## src/rtl/uart_key_decoder.sv

```systemverilog
// UART byte stream to game command decoder: plain keys, ANSI arrow escapes with timeout, command FIFO.
// Optional repeat filter enabled by defining UART_KEY_DECODER_REPEAT_FILTER_EN.
package enum_type;
    typedef enum logic [3:0] {
        NONE       = 4'd0,
        LEFT       = 4'd1,
        RIGHT      = 4'd2,
        DOWN       = 4'd3,
        DROP       = 4'd4,
        HOLD       = 4'd5,
        ROTATE     = 4'd6,
        ROTATE_REV = 4'd7,
        BAR        = 4'd8
    } state_type;
endpackage

module uart_key_decoder
    import enum_type::*;
#(
    parameter int ESC_TIMEOUT  = 100000,
    parameter int FIFO_DEPTH   = 4,
    parameter int REPEAT_TICKS = 2000000
) (
    input  logic                 clk,
    input  logic                 reset_n,
    input  logic                 rx_valid,
    input  logic [7:0]           rx_byte,
    input  logic                 rx_error,
    input  logic                 cmd_ready,
    output logic                 cmd_valid,
    output enum_type::state_type cmd,
    output logic                 overflow,
    output logic [7:0]           drop_cnt,
    output logic                 esc_pending
);

    localparam logic [1:0] ST_IDLE = 2'd0;
    localparam logic [1:0] ST_ESC  = 2'd1;
    localparam logic [1:0] ST_CSI  = 2'd2;

    localparam logic [7:0] BYTE_ESC = 8'h1B;
    localparam logic [7:0] BYTE_CSI = 8'h5B;

    localparam int TW = (ESC_TIMEOUT < 2) ? 1 : $clog2(ESC_TIMEOUT + 1);
    localparam logic [TW-1:0] TIMER_LAST = TW'(ESC_TIMEOUT - 1);

    localparam int PW = (FIFO_DEPTH < 2) ? 1 : $clog2(FIFO_DEPTH);
    localparam int CW = PW + 1;
    localparam logic [CW-1:0] FULL_COUNT = CW'(FIFO_DEPTH);

    // Parameter sanity: an illegal combination leaves only this empty marker block.
    if (FIFO_DEPTH < 2 || (FIFO_DEPTH & (FIFO_DEPTH - 1)) != 0 ||
        ESC_TIMEOUT < 2 || REPEAT_TICKS < 1) begin : g_bad_params
    end

    function automatic state_type plain_map(input logic [7:0] b);
        case (b)
            8'h41, 8'h61: plain_map = LEFT;
            8'h44, 8'h64: plain_map = RIGHT;
            8'h53, 8'h73: plain_map = DOWN;
            8'h57, 8'h77,
            8'h20:        plain_map = DROP;
            8'h43, 8'h63: plain_map = HOLD;
            8'h58, 8'h78: plain_map = ROTATE;
            8'h5A, 8'h7A: plain_map = ROTATE_REV;
            8'h42, 8'h62: plain_map = BAR;
            default:      plain_map = NONE;
        endcase
    endfunction

    function automatic state_type arrow_map(input logic [7:0] b);
        case (b)
            8'h41:   arrow_map = ROTATE;
            8'h42:   arrow_map = DOWN;
            8'h43:   arrow_map = RIGHT;
            8'h44:   arrow_map = LEFT;
            default: arrow_map = NONE;
        endcase
    endfunction

    logic [1:0]    state;
    logic [1:0]    state_next;
    logic [TW-1:0] timer;
    logic [TW-1:0] timer_next;
    logic          dec_valid;
    state_type     dec_cmd;
    logic          dec_valid_q;
    state_type     dec_cmd_q;

    // A byte always beats the timeout; rx_error beats both and discards the byte.
    always_comb begin
        state_next = state;
        timer_next = timer;
        dec_valid  = 1'b0;
        dec_cmd    = NONE;
        if (rx_error) begin
            state_next = ST_IDLE;
            timer_next = '0;
        end else if (rx_valid) begin
            timer_next = '0;
            case (state)
                ST_IDLE: begin
                    if (rx_byte == BYTE_ESC) begin
                        state_next = ST_ESC;
                    end else begin
                        dec_cmd   = plain_map(rx_byte);
                        dec_valid = (dec_cmd != NONE);
                    end
                end
                ST_ESC: begin
                    if (rx_byte == BYTE_CSI) begin
                        state_next = ST_CSI;
                    end else if (rx_byte == BYTE_ESC) begin
                        state_next = ST_ESC;
                    end else begin
                        state_next = ST_IDLE;
                        dec_cmd    = plain_map(rx_byte);
                        dec_valid  = (dec_cmd != NONE);
                    end
                end
                ST_CSI: begin
                    if (rx_byte >= 8'h41 && rx_byte <= 8'h44) begin
                        state_next = ST_IDLE;
                        dec_cmd    = arrow_map(rx_byte);
                        dec_valid  = 1'b1;
                    end else if (rx_byte == BYTE_ESC) begin
                        state_next = ST_ESC;
                    end else begin
                        state_next = ST_IDLE;
                    end
                end
                default: state_next = ST_IDLE;
            endcase
        end else if (state != ST_IDLE) begin
            if (timer == TIMER_LAST) begin
                state_next = ST_IDLE;
                timer_next = '0;
            end else begin
                timer_next = timer + 1'b1;
            end
        end
    end

    always_ff @(posedge clk) begin
        if (!reset_n) begin
            state       <= ST_IDLE;
            timer       <= '0;
            esc_pending <= 1'b0;
            dec_valid_q <= 1'b0;
            dec_cmd_q   <= NONE;
        end else begin
            state       <= state_next;
            timer       <= timer_next;
            esc_pending <= (state_next != ST_IDLE);
            dec_valid_q <= dec_valid;
            dec_cmd_q   <= dec_cmd;
        end
    end

    logic          push_req;
    logic          push_ok;
    logic          pop;
    logic          full;
    logic          drop;
    logic [PW-1:0] wr_ptr;
    logic [PW-1:0] rd_ptr;
    logic [CW-1:0] count;
    state_type     mem [FIFO_DEPTH];

`ifdef UART_KEY_DECODER_REPEAT_FILTER_EN
    localparam int RW = $clog2(REPEAT_TICKS + 1);
    localparam logic [RW-1:0] WIN_MAX  = RW'(REPEAT_TICKS);
    localparam logic [RW-1:0] WIN_HOLD = RW'(REPEAT_TICKS - 1);

    state_type     last_cmd;
    logic [RW-1:0] win_cnt;

    // win_cnt reads k-1 for a command arriving k cycles after the last push.
    assign push_req = dec_valid_q && !((dec_cmd_q == last_cmd) && (win_cnt < WIN_HOLD));

    always_ff @(posedge clk) begin
        if (!reset_n) begin
            last_cmd <= NONE;
            win_cnt  <= '0;
        end else if (push_ok) begin
            last_cmd <= dec_cmd_q;
            win_cnt  <= '0;
        end else if (win_cnt != WIN_MAX) begin
            win_cnt <= win_cnt + 1'b1;
        end
    end
`else
    assign push_req = dec_valid_q;
`endif

    assign cmd_valid = (count != '0);
    assign cmd       = cmd_valid ? mem[rd_ptr] : NONE;
    assign full      = (count == FULL_COUNT);
    assign pop       = cmd_valid && cmd_ready;
    assign push_ok   = push_req && (!full || pop);
    assign drop      = push_req && full && !pop;

    always_ff @(posedge clk) begin
        if (push_ok) begin
            mem[wr_ptr] <= dec_cmd_q;
        end
    end

    always_ff @(posedge clk) begin
        if (!reset_n) begin
            wr_ptr   <= '0;
            rd_ptr   <= '0;
            count    <= '0;
            overflow <= 1'b0;
            drop_cnt <= '0;
        end else begin
            if (push_ok) begin
                wr_ptr <= wr_ptr + 1'b1;
            end
            if (pop) begin
                rd_ptr <= rd_ptr + 1'b1;
            end
            case ({push_ok, pop})
                2'b10:   count <= count + 1'b1;
                2'b01:   count <= count - 1'b1;
                default: count <= count;
            endcase
            overflow <= drop;
            if (drop && drop_cnt != 8'hFF) begin
                drop_cnt <= drop_cnt + 1'b1;
            end
        end
    end

endmodule
```

## config.mk

```make
export PLATFORM = sky130hd
export DESIGN_NAME = uart_key_decoder
export DESIGN_NICKNAME = d
export VERILOG_FILES = /design/src/rtl/uart_key_decoder.sv
export SDC_FILE = /design/constraint.sdc
export NUM_CORES = 1
export LEC_CHECK = 0
export ABC_AREA = 1
export BUFFER_PORTS_ARGS = -buffer_cell sky130_fd_sc_hd__buf_2
export CORE_ASPECT_RATIO = 1.25
export CORE_UTILIZATION = 54
export CTS_CLUSTER_DIAMETER = 80
export CTS_CLUSTER_SIZE = 24
export DETAILED_ROUTE_END_ITERATION = 7
export GPL_TIMING_DRIVEN = 0
export PLACE_DENSITY = 0.83
export RECOVER_POWER = 50
export SLEW_MARGIN = 10
export SYNTH_ARGS = -nofsm -noshare
export SYNTH_HDL_FRONTEND = slang
export SYNTH_SLANG_ARGS = --single-unit
```

## constraint.sdc

```tcl
create_clock -name clk -period 2.2 [get_ports clk]
set_input_delay 0.66 -clock clk [delete_from_list [all_inputs] [get_ports clk]]
set_output_delay 0.66 -clock clk [all_outputs]
set_load 0.01 [all_outputs]
```

-- Yosys cells after proc, flatten, opt, wreduce, memory -nomap -nowiden
Memories as Yosys holds them, arrays and structs flattened. A register that Yosys moved wholly into a read port is not among the register bits.
Index checks and enable logic that the tools add are counted.
- register bits: 41
- RAM bits: 16
- input port bits: 13
- output and inout bits: 15
- word-level logic and storage cells: 109
- memories: 1
- memories (name ; depth ; bits a word ; rd ports ; clocked after memory_dff ; wr ports ; line ; RTL):
    mem ; 4 ; 4 ; 1 ; 1 ; 1 ; 168 ; state_type mem [FIFO_DEPTH];
- add/subtract/negate cells: 6
- $lt $le $gt $ge: 2
- eq/ne operators: 26
- muxes and demuxes: 36
- bitwise logic cells: 2
- reductions and logical operators: 26
- operators with widths (cell ; count):
    equality test 8 x 7 -> 1 bit (second input constant) ; 17
    two-way mux 4 bit ; 12
    one-hot mux 4 bit (8 select lines) ; 1
    two-way mux 2 bit ; 9
    adder 17 x 1 -> 17 bit (second input constant) ; 1
    equality test 17 bit (second input constant) ; 1
    two-way mux 17 bit ; 1
    OR reduction 2 bit ; 7
    one-hot mux 3 bit (4 select lines) ; 1
    one-hot mux 4 bit (3 select lines) ; 1
    OR reduction 3 bit ; 3
    adder 8 x 1 -> 8 bit (second input constant) ; 1
    equality test 8 x 5 -> 1 bit (second input constant) ; 1
    equality test 8 x 6 -> 1 bit (second input constant) ; 1
    >= comparator 8 x 7 -> 1 bit (second input constant) ; 1
    <= comparator 8 x 7 -> 1 bit (second input constant) ; 1
    != test 8 bit (second input constant) ; 1
    nonzero test 4 bit ; 2
    two-way mux 1 bit ; 7
    logical AND 1 bit ; 6
    one-hot mux 2 bit (3 select lines) ; 1
    one-hot mux 3 bit (2 select lines) ; 1
    nonzero test 2 bit ; 3
    adder 2 x 1 -> 2 bit (second input constant) ; 2
    12 further kinds ; 16

-- Longest topological paths before layout
Gate-level depths: netlist of the first run.
- depth in word-level cells: 12
- gate-level depth with buffers: 11
- depth with buffers taken out: 11

-- Worst setup path before layout of the first run
No wires, ideal clock.
- path type: in2reg
- start: input cmd_ready
- end: register count[2]
- setup time: 122 ps
- arrival: 2016 ps
- required time: 2078 ps
- setup slack: 62 ps
- stages on the path: 10
- path buffers: 0
- cells stage by stage: inv_1 nand3_1 nand2_1 ha_1 inv_1 fa_1 a21oi_1 o21ai_0 o21ai_0 a21oi_1
- longest elaborated chain between the ends: 5
- elaborated cells between the ends (all ways): 7
- those cells by class: 2 x eq/ne; 1 x mux; 4 x reduce/logical
- RTL lines (what ; line ; RTL):
    from (decl) ; 29 ; input logic cmd_ready,
    logical AND 1 bit * ; 199 ; assign pop = cmd_valid && cmd_ready;
    logical OR 1 bit ; 200 ; assign push_ok = push_req && (!full || pop);
    logical AND 1 bit ; 200 ;
    equality test 2 x 1 -> 1 bit / equality test 2 bit (equally long branches) ; 223 ; case ({push_ok, pop})
    one-hot mux 3 bit (2 select lines) / nonzero test 2 bit (equally long branches) ; -- ;
    to (signal assigned) ; 224 ; 2'b10: count <= count + 1'b1;
    to (signal assigned) ; 225 ; 2'b01: count <= count - 1'b1;
    to (signal assigned) ; 226 ; default: count <= count;
    to (decl) ; 167 ; logic [CW-1:0] count;
Mark *: on every way between the ends. The rest lies on a longest branch, timed or not.
A chain may end at the register's enable or synchronous reset.

-- Worst setup path after layout of the first run
Same ends and word-level chain as after synthesis.

==> impl_results.md, run 1 <==
- Area contributors post-synth: dfxtp_1, edfxtp_1, nand2_1, nor2_1, inv_1
- Drt drc: 0
- Crit Path Max Fanout: 9
- Min cycle time layout: 1.99 ns
- Yosys top cell by area: dfxtp_1
- Die H: 88.2 um
- Largest family of logic cells by synthesized area: simple AND/OR/NAND/NOR gates
- Synth Flop Type: dfxtp_1
- Number of global-route vias before repair: 2746
- Setup Viol. Count Final: 0
- Final Hold Fails: 0
- GP Congestion: 0.892
- Reg area: 0.00134 mm^2
- Core ar.: 0.00578 mm^2
- Synth Area per Inst: 7.33 um^2
- Simple-Gate Fraction of Synth Area: 0.338
- Fin crit share: 0.906
- Synth Area in Compound Gates: 0.0958
- Pre-CTS WS: -0.257 ns
- Final WS setup: 0.207 ns
- Routed WL: 6280 um
- Post-Synth Adder-Cell Area: 0.0335
- Register area share after synthesis: 0.418
- Cell Rows: 31
- Max Clock Freq: 502 MHz
- Post-route ant nets: 0
- Worst endpoint required time: 2.42 ns
- CTS Sinks: 59
- Commonest cells in the synthesized netlist: nand2_1, nor2_1, inv_1, dfxtp_1, a21oi_1
- Worst Hold Class: reg -> reg
- HPWL after DPL: 4880 um
- Reg2Reg Depth: 11
- Clock tree buffer depth: 2
- Mapped Cells: 438
- Seq cells post-synth: 59
- Unrepaired setup endpoints after global routing: yes
- Critical Path AT: 2.21 ns
- Slew @ Worst Pin: 0.384 ns
- Maximum capacitance violations: 0
- Mux cell area share after synthesis: 0
- Clock Latency Late Sink: 0.33 ns
- Startpoint Class: input port
- Placed cell count: 531
- R2R Setup Slk: 0.21 ns
- Remaining Overflow, GRT: 0
- RR Startpoint: count[0]
- Port Buffers: 27
- YS warnings: 0
- P_leak: 1.56 nW
- Reg clk slew, reported paths: 0.06 ns
- CP max stage delay: 0.38 ns
- Synth Area in XOR/XNOR: 0.0273
- Post-route cell area: 0.00363 mm^2
- Post-synth EDFFs: 16
- Synthesized area: 0.00321 mm^2
- Post-Layout Cell Count: 546
- Slew Viols, Final: 0
- Multi-input logic area: 0.00161 mm^2
- H-tree levels: 3
- DR vias/cell: 5.16
- Critical setup path kind: in -> reg
- DR vias: 2815
- Crit end category: flip-flop
- Pwr dens: 636 mW/mm^2
- Worst-path cell chain: buf_2 -> inv_1 -> nand3_2 -> nand2_4 -> ha_1 -> inv_1 -> fa_1 -> a21oi_1 -> o21ai_0 -> o21ai_0 -> a21oi_1
- Hold_sp: rd_ptr[1]
- First-pass GRT wire length: 10900 um
- Die Area: 0.00626 mm^2
- Area Growth Syn to Fin: 12.9%
- Dpl cell area: 0.00343 mm^2
- Initial antenna violation count: 0
- Slew headroom: 0.744
- 1st-pass router iterations: 6
- Netlist cell types: 35
- CTS root buf: clkbuf_8
- Initial Util: 0.556
- RR Endpoint: count[2]
- Top-area cell type share of the netlist area: 0.268
- IO Count: 28
- WHS Path Cells: 2
- CTS tree: done
- Worst clock skew: 0.00404 ns
- Initial drt markers: 164
- NumNets Final: 496
- Largest net degree at the start of global routing: 11
- Drt wl/cell: 11.5 um
- Post-Syn Nets: 459
- VDD IR-drop max: 362 uV
- Most common cell in the synthesized netlist: nand2_1
- Die Wd: 71.0 um
- FILL cells: 503
- Ys async rst share: 0
- Share of layout cells above drive strength 1: 0.175
- CTS Buf Count: 9
- ANT cells: 0
- Status: complete, no violations
- Slowest library cell on the worst path: fa_1
- GRT Util Overall: 0.222
-- how the worst max path moves through the flow --
stage | startpoint | end | slack [ns] | cells past startpoint
global route | count[0] | count[2] | -0.02 | 11
floorplan | cmd_ready | count[2] | 0.06 | 10
CTS | flip-flop | cmd[1] | 0.07 | 4
global placement | cmd_ready | count[2] | -0.19 | 11
finish | cmd_ready | count[2] | 0.21 | 11
detailed placement | cmd_ready | count[2] | -0.26 | 11
-- critical path: cells and delay by family --
family,cells,cell delay (ns)
simple gates,2,0.27
buf+inv,3,0.28
compound gates,4,0.47
fa+ha+maj,2,0.53
-- placed cells by master (no fill, tap or decap), types with 2 or more instances in the layout --
| cell type | count |
|---|---|
| clkinv_2 | 2 |
| nor3_1 | 12 |
| ha_1 | 7 |
| nand4_1 | 9 |
| buf_2 | 27 |
| clkbuf_8 | 9 |
| inv_2 | 6 |
| nand3_1 | 20 |
| nor2_1 | 63 |
| edfxtp_1 | 16 |
| inv_1 | 62 |
| nand2_4 | 3 |
| o21ai_2 | 2 |
| clkinv_1 | 4 |
| nor2_4 | 4 |
| o21ai_0 | 22 |
| nand2_2 | 4 |
| nor2_2 | 14 |
| o21ai_1 | 4 |
| nand3_2 | 4 |
| dfxtp_1 | 42 |
| a21oi_1 | 29 |
| xor2_1 | 9 |
| nand2_1 | 89 |
-- layout make-up --
cell class	instances	share of cell area
flip-flops and latches	59	0.370
inverters	70	0.0738
clock buffers	9	0.0341
plain buffers	2	0.00310
clock inverters	7	0.0162
well taps	66	0.0228
repair buffers	27	0.0373
multi-input cells	306	0.443
-- report_power, final --
part | leakage, nW | total, W | internal [W] | switching [W]
registers | 0.531 | 0.00116 | 0.00113 | 0.0000257
clock network | 0.0915 | 0.000913 | 0.000506 | 0.000406
logic | 0.940 | 0.000237 | 0.0000765 | 0.000161
-- sequential cells by signal, summed over array words and instances, names as in the netlist, named ones only --
register,flops
mem,16
dec_valid_q,1
count,3
timer,17
state,2
dec_cmd_q,4
overflow,1
drop_cnt,8
rd_ptr,2
esc_pending,1
wr_ptr,2
-- per-layer routing --
metal,wire length (um),share of wire,track usage,vias up
met2,3450,0.55,0.448,31
met4,127,0.020,0.124,0
met1,2580,0.41,0.213,1288
li1,-,-,-,1481
met3,121,0.019,0.0364,15
met5,0,0,0,-
-- per-stage QoR --
stage | hold slack [ns] | util | power (W) | setup TNS [ns]
3_5_place_dp | 0.468 | 0.593 | 0.00142 | -0.257
5_1_grt | 0.520 | 0.628 | 0.00242 | -0.0237
6_report | 0.477 | 0.628 | 0.00231 | 0
3_3_place_gp | 0.449 | 0.593 | 0.00140 | -0.187
4_1_cts | 0.480 | 0.624 | 0.00232 | 0
2_1_floorplan | 0.438 | - | 0.00134 | 0
-- kinds of logic after synthesis --
| group | count (synthesis) |
|---|---|
| buf+inv | 73 |
| fa+ha+maj | 8 |
| simple gates | 229 |
| xor+xnor | 10 |
| flops | 59 |
| compound gates | 59 |
-- what timing repair did --
item | in CTS | in global routing
buffers inserted | 0 | 0
resized for setup | 0 | 5
endpoints found under the setup margin | 4 | 4
hold buffers | 0 | 0
Power figures use the tool's default switching activity.
==> inputs of run 2 (changes only) <==
--- a/config.mk
+++ b/config.mk
@@ -6,14 +6,14 @@
 export NUM_CORES = 1
 export LEC_CHECK = 0
 export ABC_AREA = 1
-export BUFFER_PORTS_ARGS = -buffer_cell sky130_fd_sc_hd__buf_2
 export CORE_ASPECT_RATIO = 1.25
-export CORE_UTILIZATION = 54
+export CORE_UTILIZATION = 57
 export CTS_CLUSTER_DIAMETER = 80
 export CTS_CLUSTER_SIZE = 24
 export DETAILED_ROUTE_END_ITERATION = 7
+export DONT_BUFFER_PORTS = 1
 export GPL_TIMING_DRIVEN = 0
-export PLACE_DENSITY = 0.83
+export PLACE_DENSITY = 0.82
 export RECOVER_POWER = 50
 export SLEW_MARGIN = 10
 export SYNTH_ARGS = -nofsm -noshare
==> impl_results.md, run 2 (synthesis gave the netlist of run 1 again) <==
- Status: complete, no violations
- Area Growth Syn to Fin: 7.40%
- Slowest library cell on the worst path: dfxtp_1
- RR Startpoint: count[0]
- Setup Viol. Count Final: 0 (unchanged)
- Min cycle time layout: 2.03 ns (+0.0415 ns)
- Critical setup path kind: reg -> reg
- R2R Setup Slk: 0.17 ns (-0.04 ns)
- Clock Latency Late Sink: 0.34 ns (about the same)
- Crit path to: count[2]
- First-pass GRT wire length: 10800 um (-0.89%)
- Initial antenna violation count: 0 (unchanged)
- Worst Hold Class: in -> reg
- Dpl cell area: 0.00329 mm^2 (-4.0%)
- Die H: 85.9 um (-2.6%)
- Largest reg by FF count: timer
- Commonest cells after routing, fill and taps aside: nand2_1, nor2_1, inv_1, dfxtp_1, a21oi_1
- Worst endpoint required time: 2.42 ns (about the same)
- Maximum capacitance violations: 0 (unchanged)
- Post-route cell area: 0.00345 mm^2 (-4.9%)
- Max reg flops: 17 (unchanged)
- Number of global-route vias before repair: 2526 (-8.0%)
- RR Endpoint: count[2]
- Critical Path AT: 2.26 ns (+0.05 ns)
- Pwr dens: 626 mW/mm^2 (-1.5%)
- Post-route ant nets: 0 (unchanged)
- CTS root buf: clkbuf_8
- Port Buffers: 0 (-100%)
- Clock tree buffer depth: 2 (unchanged)
- Drt wl/cell: 12.0 um (+4.3%)
- Largest net degree at the start of global routing: 11 (unchanged)
- CTS Sinks: 59 (unchanged)
- P_leak: 1.42 nW (-9.1%)
- Worst-path cell chain: nor2_2 -> nand2_1 -> inv_1 -> nor2_4 -> ha_1 -> inv_1 -> fa_1 -> a21oi_1 -> o21ai_1 -> o21ai_1 -> a21oi_1
- Initial Util: 0.590 (+0.0344)
- Remaining Overflow, GRT: 0 (unchanged)
- Cell Rows: 30 (-3.2%)
- Pre-CTS WS: -0.209 ns (+0.0475 ns)
- CP Launch Point: count[0]
- Crit path depth: 11 (unchanged)
- GRT Util Overall: 0.228 (+0.00556)
- Max Clock Freq: 491 MHz (-2.0%)
- VDD IR-drop max: 279 uV (-23%)
- Startpoint Class: flip-flop
- Final Hold Fails: 0 (unchanged)
- CTS Buf Count: 9 (unchanged)
- Worst path bufs/invs: 2 (-1)
- Reg clk slew, reported paths: 0.06 ns (about the same)
- Reg2Reg Depth: 11 (unchanged)
- CP delay by family, top: adder cells
- H-tree levels: 3 (unchanged)
- Placed cell count: 502 (-5.5%)
- CTS Hold Buffers Added: 0 (unchanged)
- Final WS setup: 0.165 ns (-0.0415 ns)
- Routed WL: 6200 um (-1.2%)
- WHS Path Cells: 2 (unchanged)
- Crit Path Max Fanout: 5 (-4)
- Die Wd: 69.1 um (-2.6%)
- Die Area: 0.00594 mm^2 (-5.1%)
- HPWL after DPL: 4710 um (-3.6%)
- 1st-pass router iterations: 4 (-2)
- Core ar.: 0.00544 mm^2 (-5.8%)
- Slew headroom: 0.754 (+0.0100)
- CP max stage delay: 0.38 ns (about the same)
- Biggest regs: timer (17), mem (16), drop_cnt (8)
- CTS tree: done
- Share of layout cells above drive strength 1: 0.119 (-0.0558)
- Worst clock skew: 0.00585 ns (+0.00180 ns)
- Commonest non-fill, non-tap cell in the layout: nand2_1
- Crit end category: flip-flop
- Slew Viols, Final: 0 (unchanged)
- Power Total: 0.00216 W (-6.4%)
- Slew @ Worst Pin: 0.369 ns (-0.0150 ns)
- DR vias: 2723 (-3.3%)
- Post-Layout Cell Count: 517 (-5.3%)
- Unrepaired setup endpoints after global routing: yes
- DR vias/cell: 5.27 (+2.2%)
- Initial drt markers: 205 (+25%)
- GP Congestion: 0.940 (+5.4%)
- NumNets Final: 469 (-5.4%)
- ANT cells: 0 (unchanged)
- Fin crit share: 0.925 (+0.0189)
- IO Count: 28 (unchanged)
- Drt drc: 0 (unchanged)
==> run 2: cell type report <==
class | count | area, um^2
clock buffers | 12 | 135
clock inverters | 4 | 18.8
multi-input cells | 306 | 1600
plain buffers | 2 | 11.3
inverters | 70 | 268
fillers | 479 | 1990
flip-flops and latches | 59 | 1340
well taps | 64 | 80.1
==> run 2: layer usage <==
metal	global-route usage	up-vias	routed length [um]
met5	0	-	0
met4	0.0965	0	89
met3	0.0564	8	208
met2	0.393	52	3090
met1	0.271	1237	2810
li1	-	1426	-
==> run 2: power by group <==
| group | switching, W | leakage, nW | internal (W) |
|---|---|---|---|
| combinational | 0.000142 | 0.808 | 0.0000607 |
| clock | 0.000402 | 0.0816 | 0.000399 |
| sequential | 0.0000250 | 0.530 | 0.00113 |
==> run 2: repair_timing <==
item,CTS,global route
setup buffers,0,0
endpoints found under the setup margin,0,5
resized for setup,0,4
==> run 2: metrics by stage <==
step / setup TNS (ns) / hold slack [ns] / util
final: 0 / 0.463 / 0.634
after global routing: -0.0732 / 0.468 / 0.634
after CTS: 0 / 0.456 / 0.633
after detailed placement: -0.209 / 0.473 / 0.605
after global placement: -0.0929 / 0.455 / 0.605
after floorplan: 0 / 0.438 / -
==> run 2: worst min path at each step <==
stage / slack, ns / to / startpoint
final: 0.46 / state[1] / rx_valid
after global routing: 0.47 / state[1] / rx_valid
after CTS: 0.46 / state[1] / rx_valid
after detailed placement: 0.47 / rd_ptr[0] / rd_ptr[0]
after global placement: 0.46 / flip-flop / rd_ptr[0]
after floorplan: 0.44 / mem[0][0] / dec_cmd_q[0]
==> inputs of run 3 (changes only) <==
--- a/config.mk
+++ b/config.mk
@@ -13,6 +13,7 @@
 export DETAILED_ROUTE_END_ITERATION = 7
 export DONT_BUFFER_PORTS = 1
 export GPL_TIMING_DRIVEN = 0
+export MAX_ROUTING_LAYER = met4
 export PLACE_DENSITY = 0.82
 export RECOVER_POWER = 50
 export SLEW_MARGIN = 10
==> impl_results.md, run 3 (synthesis gave the netlist of run 1 again) <==
- Status: complete, no violations
- CP max stage delay: 0.38 ns (about the same)
- Biggest regs: timer (17), mem (16), drop_cnt (8)
- CTS root buf: clkbuf_8
- Worst path bufs/invs: 2 (unchanged)
- P_leak: 1.42 nW (unchanged)
- Max Clock Freq: 492 MHz (+0.17%)
- DR vias/cell: 5.27 (+0.11%)
- Slew headroom: 0.755 (about the same)
- Number of global-route vias before repair: 2524 (-0.079%)
- CTS Sinks: 59 (unchanged)
- Initial antenna violation count: 0 (unchanged)
- Drt wl/cell: 12.0 um (about the same)
- Die Wd: 69.1 um (unchanged)
- FILL cells: 479 (unchanged)
- Critical Path AT: 2.25 ns (about the same)
- VDD IR-drop max: 279 uV (about the same)
- Slew @ Worst Pin: 0.368 ns (-0.00111 ns)
- Die Area: 0.00594 mm^2 (unchanged)
- Slew Viols, Final: 0 (unchanged)
- Remaining Overflow, GRT: 0 (unchanged)
- Worst Hold Class: in -> reg
- RR Startpoint: count[0]
- DR vias: 2726 (+0.11%)
- ANT cells: 0 (unchanged)
- Worst-path cell chain: nor2_2 -> nand2_1 -> inv_1 -> nor2_4 -> ha_1 -> inv_1 -> fa_1 -> a21oi_1 -> o21ai_1 -> o21ai_1 -> a21oi_1
- Final WS setup: 0.168 ns (+0.00345 ns)
- CTS Hold Buffers Added: 0 (unchanged)
- Critical setup path kind: reg -> reg
- CTS tree: done
- Gates resized, CTS repair: 0 (unchanged)
- Initial drt markers: 195 (-4.9%)
- Post-route cell area: 0.00345 mm^2 (unchanged)
- Die H: 85.9 um (unchanged)
- Commonest cells after routing, fill and taps aside: nand2_1, nor2_1, inv_1, dfxtp_1, a21oi_1
- Clock tree buffer depth: 2 (unchanged)
- Pre-CTS WS: -0.209 ns (unchanged)
- Setup Viol. Count Final: 0 (unchanged)
- Share of layout cells above drive strength 1: 0.119 (unchanged)
- Multi-input logic area: 0.00160 mm^2 (unchanged)
- HPWL after DPL: 4710 um (unchanged)
- Final Hold Fails: 0 (unchanged)
- GRT Util Overall: 0.234 (+0.00639)
- Pwr dens: 626 mW/mm^2 (about the same)
- Dpl cell area: 0.00329 mm^2 (unchanged)
- CP Launch Point: count[0]
- Maximum capacitance violations: 0 (unchanged)
- Commonest non-fill, non-tap cell in the layout: nand2_1
- First-pass GRT wire length: 10800 um (unchanged)
- Clock Latency Late Sink: 0.33 ns (about the same)
- Largest net degree at the start of global routing: 11 (unchanged)
- Routed WL: 6200 um (about the same)
- IO Count: 28 (unchanged)
- Reg clk slew, reported paths: 0.06 ns (about the same)
- CP delay by family, top: adder cells
- Unrepaired setup endpoints after global routing: yes
- Crit end category: flip-flop
- Fin Hold WS: 0.465 ns (+0.00248 ns)
- Cell Rows: 30 (unchanged)
- Fin crit share: 0.923 (-0.00157)
- Port Buffers: 0 (unchanged)
- Crit Path Max Fanout: 5 (unchanged)
- Reg area: 0.00134 mm^2 (unchanged)
- Slowest library cell on the worst path: dfxtp_1
- Worst clock skew: 0.00542 ns (-0.000428 ns)
- Drt drc: 0 (unchanged)
- Startpoint Class: flip-flop
- CTS Buf Count: 9 (unchanged)
- Area Growth Syn to Fin: 7.40% (unchanged)
- Post-route ant nets: 0 (unchanged)
- Min cycle time layout: 2.03 ns (-0.00345 ns)
- GP Congestion: 0.957 (+1.8%)
- NumNets Final: 469 (unchanged)
- Initial Util: 0.590 (unchanged)
- TNS Setup: 0 ns (unchanged)
- Hold_sp: rx_valid
- H-tree levels: 3 (unchanged)
- Max reg flops: 17 (unchanged)
- Core ar.: 0.00544 mm^2 (unchanged)
- Worst endpoint required time: 2.42 ns (about the same)
- 1st-pass router iterations: 4 (unchanged)
- Setup Fix Bufs, Post-CTS: 0 (unchanged)
- Largest reg by FF count: timer
## run 3: cell counts in the layout (fill, tap and decap cells not counted)
Identical to the previous run, type by type.
## run 3: area by class of cell
class / instances / area share
clock inverter: 4 / 0.00544
sequential: 59 / 0.389
multi-input combinational: 306 / 0.462
tap: 64 / 0.0232
clock buffer: 12 / 0.0392
buffer: 2 / 0.00326
inverter: 70 / 0.0776
## run 3: report_power, final
| group | internal [W] | total (W) | leakage [nW] | switching, W |
|---|---|---|---|---|
| logic | 0.0000607 | 0.000202 | 0.808 | 0.000142 |
| clock network | 0.000399 | 0.000800 | 0.0816 | 0.000400 |
| registers | 0.00113 | 0.00116 | 0.530 | 0.0000251 |
## run 3: worst register-to-register path, stage by stage (launching register included)
cell,delay (ns)
dfxtp_1,0.38
nor2_2,0.06
nand2_1,0.12
inv_1,0.13
nor2_4,0.15
ha_1,0.16
inv_1,0.07
fa_1,0.38
a21oi_1,0.16
o21ai_1,0.11
o21ai_1,0.14
a21oi_1,0.05
## run 3: final timing paths
kind               end  slack (ns)  cells after the start
max           count[2]        0.17                     11
min           state[1]        0.47                      2
max reg2reg   count[2]        0.17                     11
min reg2reg  rd_ptr[1]        0.48                      2
## run 3: layer usage
| metal | wire [um] | vias to the layer above | GRT usage | share of wire |
|---|---|---|---|---|
| li1 | - | 1429 | - | - |
| met5 | 0 | - | - | 0 |
| met1 | 2810 | 1235 | 0.271 | 0.45 |
| met2 | 3090 | 54 | 0.393 | 0.50 |
| met4 | 85 | 0 | 0.0965 | 0.014 |
| met3 | 211 | 8 | 0.0529 | 0.034 |
## run 3: per-stage QoR
step | util | instances | total power, W
after floorplan | - | 438 | 0.00134
after global placement | 0.605 | 502 | 0.00137
final | 0.634 | 517 | 0.00216
after detailed placement | 0.605 | 502 | 0.00138
after global routing | 0.634 | 517 | 0.00226
after CTS | 0.633 | 518 | 0.00218
